`config.mk`:
```
export PLATFORM = sky130hd
export DESIGN_NAME = multicycle_ctrl_ws
export DESIGN_NICKNAME = d
export VERILOG_FILES = /design/src/rtl/multicycle_ctrl_ws.sv
export SDC_FILE = /design/constraint.sdc
export NUM_CORES = 1
export LEC_CHECK = 0
export ABC_AREA = 1
export CAP_MARGIN = 20
export CORE_MARGIN = 5
export CORE_UTILIZATION = 49
export CTS_CLUSTER_DIAMETER = 30
export DETAILED_ROUTE_END_ITERATION = 10
export GPL_TIMING_DRIVEN = 1
export HOLD_SLACK_MARGIN = 0.06
export PLACE_DENSITY = 0.87
export SYNTH_ARGS = -nofsm -noshare
export SYNTH_HDL_FRONTEND = slang
export SYNTH_SLANG_ARGS = --single-unit
```
`constraint.sdc`:
```
create_clock -name clk -period 2.4 [get_ports clk]
set_input_delay 0.48 -clock clk [delete_from_list [all_inputs] [get_ports clk]]
set_output_delay 0.48 -clock clk [all_outputs]
set_load 0.02 [all_outputs]
```
`src/rtl/multicycle_ctrl_ws.sv`:
```
// Multicycle control unit with memory wait states, bus timeout fault,
// flag-selected conditional jump, HALT and a retired-instruction counter.
module multicycle_ctrl_ws #(
  parameter int unsigned NFLAGS  = 3,
  parameter int unsigned TIMEOUT = 15,
  parameter int unsigned CNT_W   = 16,
  localparam int unsigned JSEL_W = $clog2(NFLAGS + 1)
) (
  input  logic              clk,
  input  logic              rst,
  input  logic              start,
  input  logic [3:0]        opcode,
  input  logic [JSEL_W-1:0] jsel,
  input  logic [NFLAGS-1:0] flags,
  input  logic              mem_rdy,
  output logic              pc_src,
  output logic              pc_out,
  output logic              ir_ld_r,
  output logic              ir_ld_l,
  output logic              reg_sel,
  output logic              ir_d_out,
  output logic              ir_a_out,
  output logic              m_out,
  output logic              m_ld,
  output logic              mem_write,
  output logic              reg_write,
  output logic              reg_file_sel,
  output logic              r_out,
  output logic              r_ld,
  output logic              di_ld,
  output logic              a_ld,
  output logic              b_ld,
  output logic              alu_res_out,
  output logic              alu_res_ld,
  output logic              czn_ld,
  output logic              pc_ld_en,
  output logic [1:0]        alu_op,
  output logic              busy,
  output logic              halted,
  output logic              fault,
  output logic [CNT_W-1:0]  retired
);

  localparam int unsigned WC_W = (TIMEOUT > 0) ? $clog2(TIMEOUT + 1) : 1;
  localparam int unsigned NSEL = 1 << JSEL_W;

  typedef enum logic [4:0] {
    S_IDLE, S_START, S_IF1, S_IF2, S_ID,
    S_RT1, S_RT2, S_RT3, S_RT4, S_RT5, S_RT6,
    S_IF3, S_IF4, S_LDA1, S_LDA2, S_STA1, S_STA2, S_JMP,
    S_ADA1, S_ADA2, S_ADA3, S_ADA4, S_ADA5, S_ADA6,
    S_HALT, S_FAULT
  } state_t;

  state_t            state, state_nx;
  logic [WC_W-1:0]   wcnt;
  logic              is_wait;
  logic              tmo;
  logic              pc_ld;
  logic              jump;
  logic              jump_cond;
  logic              retire;
  logic [NSEL-1:0]   cond_vec;

  // Condition select: slot 0 is "always", slots beyond NFLAGS read as never
  always_comb begin
    cond_vec  = NSEL'({flags, 1'b1});
    jump_cond = cond_vec[jsel];
  end

  // Wait-state detection and timeout (mem_rdy in the same cycle takes priority)
  always_comb begin
    is_wait = (state == S_IF2) || (state == S_IF4) || (state == S_LDA2) ||
              (state == S_STA2) || (state == S_ADA2);
    tmo     = (TIMEOUT != 0) && is_wait && !mem_rdy &&
              (wcnt == WC_W'(TIMEOUT - 1));
  end

  // State register
  always_ff @(posedge clk or posedge rst) begin
    if (rst) state <= S_IDLE;
    else     state <= state_nx;
  end

  // Wait counter: cleared on every state change, counts stalled wait cycles
  always_ff @(posedge clk or posedge rst) begin
    if (rst)                         wcnt <= '0;
    else if (state_nx != state)      wcnt <= '0;
    else if (is_wait && !mem_rdy)    wcnt <= wcnt + WC_W'(1);
  end

  // Retired-instruction counter, wraps naturally
  always_ff @(posedge clk or posedge rst) begin
    if (rst)         retired <= '0;
    else if (retire) retired <= retired + CNT_W'(1);
  end

  // Next-state and datapath strobes
  always_comb begin
    state_nx     = state;
    pc_src       = 1'b0;
    pc_out       = 1'b0;
    ir_ld_r      = 1'b0;
    ir_ld_l      = 1'b0;
    reg_sel      = 1'b0;
    ir_d_out     = 1'b0;
    ir_a_out     = 1'b0;
    m_out        = 1'b0;
    m_ld         = 1'b0;
    mem_write    = 1'b0;
    reg_write    = 1'b0;
    reg_file_sel = 1'b0;
    r_out        = 1'b0;
    r_ld         = 1'b0;
    di_ld        = 1'b0;
    a_ld         = 1'b0;
    b_ld         = 1'b0;
    alu_res_out  = 1'b0;
    alu_res_ld   = 1'b0;
    czn_ld       = 1'b0;
    pc_ld        = 1'b0;
    jump         = 1'b0;
    retire       = 1'b0;
    case (state)
      S_IDLE:  if (start)  state_nx = S_START;
      S_START: if (!start) state_nx = S_IF1;
      S_IF1: begin
        pc_out = 1'b1; pc_ld = 1'b1; m_ld = 1'b1;
        state_nx = S_IF2;
      end
      S_IF2: begin
        m_out = 1'b1;
        if (mem_rdy) begin
          ir_ld_l  = 1'b1;
          state_nx = S_ID;
        end else if (tmo) begin
          state_nx = S_FAULT;
        end
      end
      S_ID: begin
        casez (opcode)
          4'b10??: state_nx = S_RT1;
          4'b1110: begin
            ir_d_out = 1'b1; di_ld = 1'b1; retire = 1'b1;
            state_nx = S_IF1;
          end
          4'b1111: begin
            retire   = 1'b1;
            state_nx = S_HALT;
          end
          default: state_nx = S_IF3;
        endcase
      end
      S_RT1: begin reg_file_sel = 1'b1; r_ld = 1'b1; state_nx = S_RT2; end
      S_RT2: begin r_out = 1'b1; a_ld = 1'b1; state_nx = S_RT3; end
      S_RT3: begin
        reg_sel = 1'b1; reg_file_sel = 1'b1; r_ld = 1'b1;
        state_nx = S_RT4;
      end
      S_RT4: begin r_out = 1'b1; b_ld = 1'b1; state_nx = S_RT5; end
      S_RT5: begin alu_res_ld = 1'b1; czn_ld = 1'b1; state_nx = S_RT6; end
      S_RT6: begin
        alu_res_out = 1'b1; reg_write = 1'b1; reg_sel = 1'b1;
        reg_file_sel = 1'b1; retire = 1'b1;
        state_nx = S_IF1;
      end
      S_IF3: begin
        pc_out = 1'b1; pc_ld = 1'b1; m_ld = 1'b1;
        state_nx = S_IF4;
      end
      S_IF4: begin
        m_out = 1'b1;
        if (mem_rdy) begin
          ir_ld_r = 1'b1;
          casez (opcode)
            4'b000?: state_nx = S_LDA1;
            4'b001?: state_nx = S_STA1;
            4'b110?: state_nx = S_JMP;
            default: state_nx = S_ADA1;
          endcase
        end else if (tmo) begin
          state_nx = S_FAULT;
        end
      end
      S_LDA1: begin ir_a_out = 1'b1; m_ld = 1'b1; state_nx = S_LDA2; end
      S_LDA2: begin
        m_out = 1'b1;
        if (mem_rdy) begin
          reg_write = 1'b1; retire = 1'b1;
          state_nx = S_IF1;
        end else if (tmo) begin
          state_nx = S_FAULT;
        end
      end
      S_STA1: begin r_ld = 1'b1; state_nx = S_STA2; end
      S_STA2: begin
        r_out = 1'b1; ir_a_out = 1'b1; mem_write = 1'b1;
        if (mem_rdy) begin
          retire   = 1'b1;
          state_nx = S_IF1;
        end else if (tmo) begin
          state_nx = S_FAULT;
        end
      end
      S_JMP: begin
        ir_a_out = 1'b1; pc_src = 1'b1; jump = 1'b1; retire = 1'b1;
        state_nx = S_IF1;
      end
      S_ADA1: begin ir_a_out = 1'b1; m_ld = 1'b1; state_nx = S_ADA2; end
      S_ADA2: begin
        m_out = 1'b1;
        if (mem_rdy) begin
          a_ld     = 1'b1;
          state_nx = S_ADA3;
        end else if (tmo) begin
          state_nx = S_FAULT;
        end
      end
      S_ADA3: begin r_ld = 1'b1; state_nx = S_ADA4; end
      S_ADA4: begin r_out = 1'b1; b_ld = 1'b1; state_nx = S_ADA5; end
      S_ADA5: begin alu_res_ld = 1'b1; czn_ld = 1'b1; state_nx = S_ADA6; end
      S_ADA6: begin
        alu_res_out = 1'b1; reg_write = 1'b1; retire = 1'b1;
        state_nx = S_IF1;
      end
      S_HALT:  state_nx = S_HALT;
      S_FAULT: state_nx = S_FAULT;
      default: state_nx = S_IDLE;
    endcase
    pc_ld_en = pc_ld | (jump & jump_cond);
  end

  // ALU operation from opcode; forced to 0 in IDLE so reset leaves every output low
  always_comb begin
    alu_op = 2'd0;
    if (state != S_IDLE) begin
      casez (opcode)
        4'b010?, 4'b1001: alu_op = 2'd3;
        4'b011?, 4'b1010: alu_op = 2'd1;
        4'b1011:          alu_op = 2'd2;
        default:          alu_op = 2'd0;
      endcase
    end
  end

  // Status flags from the registered state
  always_comb begin
    busy   = !((state == S_IDLE) || (state == S_START) ||
               (state == S_HALT) || (state == S_FAULT));
    halted = (state == S_HALT);
    fault  = (state == S_FAULT);
  end

endmodule
```
==> flow_metrics.env <==
export IMPL_finalClockSkew_ps=7.305
export IMPL_crit_fanout=18
export IMPL_final_area_um2=2860
export IMPL_route_antenna_remaining_nets=0
export IMPL_hold_class="reg2reg"
export IMPL_layout_drive_gt1_share=0.1564
export IMPL_final_period_utilization=0.9603
export IMPL_dp_hpwl_um=4678
export IMPL_place_ws_ps=-170.4
export IMPL_global_route_usage_met1=0.3003
export IMPL_timing_critical_path_slowest_cell_delay_ps=400
export IMPL_clkSlewWorstSetupHoldPaths_ps=80
export IMPL_grt_first_pass_wirelength_um=9425
export IMPL_timing_critical_path_cells="inv_2 -> nand3_1 -> nand2_1 -> inv_1 -> nand2_1 -> dlygate4sd2_1"
export IMPL_netlist_top_cells_area="sky130_fd_sc_hd__dfrtp_1, sky130_fd_sc_hd__nand2_1, sky130_fd_sc_hd__nor2_1"
export IMPL_powerDensity_nw_per_um2=935.2
export IMPL_detail_route_vias_per_cell=5.125
export IMPL_horizontal_extent_of_the_die_um=74.97
export IMPL_critical_path_endpoint_type="output port"
export IMPL_busiest_layer="met2"
export IMPL_worst_path_most_repeated_cell="sky130_fd_sc_hd__nand2_1"
export IMPL_number_of_nets_produced_by_synthesis=332
export IMPL_fp_coreArea_um2=4058
export IMPL_syn_avg_cell_area_um2=6.545
export IMPL_tritoncts="built"
export IMPL_ys_types=28
export IMPL_starting_density_of_the_core=0.5097
export IMPL_number_of_maximum_capacitance_constraint_violations=0
export IMPL_setup_ws_ps=95.29
export IMPL_layout_commonest_cell="sky130_fd_sc_hd__nand2_1"
export IMPL_synth_cells=316
export IMPL_cts_buffers=3
export IMPL_buffer_ports_inserted=54
export IMPL_maxSlewHeadroom=0.7030
export IMPL_ys_warn_count=0
export IMPL_maxClockFrequency_mhz=433.9
export IMPL_startpoint_type="flop"
export IMPL_globalRoute_totalOverflow=0
export IMPL_insertion_delay_to_the_later_sink_of_the_worst_skew_pair_ps=270
export IMPL_utilization=0.7049
export IMPL_cp_arrival_ps=1820
export IMPL_timing_final_setup_violations=0
export IMPL_antenna_violations_before_repair=0
export IMPL_area_delta_synth_final_pct=38.29
export IMPL_postSynthRegisterBits=25
export IMPL_grt_max_degree=26
export IMPL_drc=0
export IMPL_cpMaxStageDelayCell="sky130_fd_sc_hd__dfrtp_1"
export IMPL_yosysTopAreaCell="sky130_fd_sc_hd__dfrtp_1"
export IMPL_drt_pass1_iter_count=5
export IMPL_gr_usage_met2=0.3472
export IMPL_postCtsSetupRepairBufs=0
export IMPL_cts_htree_levels=1
export IMPL_timing_worst_slew_pin_value_ps=441.4
export IMPL_cts_sinks=25
export IMPL_worst_endpoint_required_ps=1920
export IMPL_setup_worst_path_class="reg2out"
export IMPL_synth_top_area_frac=0.3025
export IMPL_ios=55
export IMPL_combined_global_route_utilization_of_all_metal_layers=0.2114
export IMPL_vdd_ir_max_mv=0.6126
export IMPL_place_area_um2=2803
export IMPL_synth_sequential_area_ratio=0.3025
export IMPL_fin_hold_ws_ps=471.7
export IMPL_timing_hold_violations_final=0
export IMPL_vias_in_the_first_global_route=2102
export IMPL_insertedDiodeCount=0
export IMPL_power_static_leakage_nw=1.686
export IMPL_status="completed"
export IMPL_globalplace_congestion=0.9307
export IMPL_drtIter0Drc=316
export IMPL_buffers_from_clock_root_to_sink_at_most=2
export IMPL_post_synth_instance_area_um2=2068
export IMPL_grt_met3_usage=0.02937
export IMPL_die_outline_area_um2=5621
export IMPL_fp_row_count=23
export IMPL_drv_slew=0
export IMPL_final_fill_count=327
export IMPL_final_cell_mix="sky130_fd_sc_hd__nand2_1, sky130_fd_sc_hd__nor2_1, sky130_fd_sc_hd__inv_1"
export IMPL_setup_tns_ps=0
export IMPL_cts_hold_fix_buffers=0
export IMPL_detail_route_wirelength_um=5832
export IMPL_routed_length_per_placed_instance_um=13.25
export IMPL_fin_nets=407
export IMPL_timing_final_crit_period_ps=2305
export IMPL_cts_root_buffer="sky130_fd_sc_hd__clkbuf_8"
export IMPL_die_height_um=74.97
export IMPL_vias=2255
## layer usage
metal  wire length, µm  up-vias
met4                32        0
met3               398        6
met5                 0        -
met1              2533     1028
li1                  -     1143
met2              2868       78
## flip-flops by register name, indices dropped and copies added (netlist names)
signal   count
retired     16
state        5
wcnt         4
## path summary, 6_finish.rpt
check / slack [ps] / depth (start not counted) / startpoint / to
setup / recovery: 100 / 6 / state[4] / m_out
hold / removal: 470 / 1 / retired[15] / retired[15]
setup reg to reg: 230 / 13 / state[3] / retired[13]
hold reg to reg: 470 / 1 / retired[15] / retired[15]
max in group asynchronous: 1540 / 3 / rst / state[2]
min in group asynchronous: 590 / 3 / rst / retired[15]
## worst max-delay path, delay by kind of cell, from the launching register on
family | cells | cell delay [ps]
buffers and inverters | 3 | 700
flip-flops | 1 | 400
AND/OR/NAND/NOR | 3 | 470
## stage by stage
stage	power [mW]	std cells
floorplan	1.770	316
global placement	2.435	436
detailed placement	2.468	436
CTS	2.662	440
global route	2.899	440
finish	2.675	440
## power breakdown
part / internal, mW / switching [mW]
Sequential: 0.506 / 0.132
Combinational: 0.666 / 1.13
Clock: 0.119 / 0.123
## synthesized netlist by cell type, drive strengths merged
| cell type | instances |
|---|---|
| and3 | 1 |
| clkbuf | 1 |
| nand3 | 37 |
| nor3 | 8 |
| nand2 | 96 |
| nor4 | 1 |
| o2111ai | 2 |
| o21ai | 7 |
| o21bai | 1 |
| inv | 46 |
| nand4 | 8 |
| ha | 3 |
| buf | 5 |
| mux2 | 1 |
| nor2 | 50 |
| xor2 | 10 |
| dfrtp | 25 |
| xnor2 | 8 |
| a21oi | 6 |
## cell families after synthesis
family,Yosys count,synth area share
XOR/XNOR,18,0.07622
AO/OA/AOI/OAI,16,0.04538
AND/OR/NAND/NOR,201,0.4525
adder cells (fa/ha/maj),3,0.01815
buffers and inverters,52,0.09981
multiplexers,1,0.005444
flip-flops,25,0.3025
## area by class of cell
cell class              count  area (µm²)  area share
well taps                  50       62.56     0.02187
multi-input cells         239        1260      0.4405
inverters                  46       172.7     0.06037
clock buffers               4       45.04     0.01575
flip-flops and latches     25       630.6      0.2205
repair buffers             76       689.4      0.2410
## repair_timing
| item | in CTS | in global routing |
|---|---|---|
| setup endpoints to repair | 23 | 13 |
| resized for setup | 26 | 13 |
| gates cloned | 0 | 0 |
No activity file was read; power rests on OpenSTA's default activity.
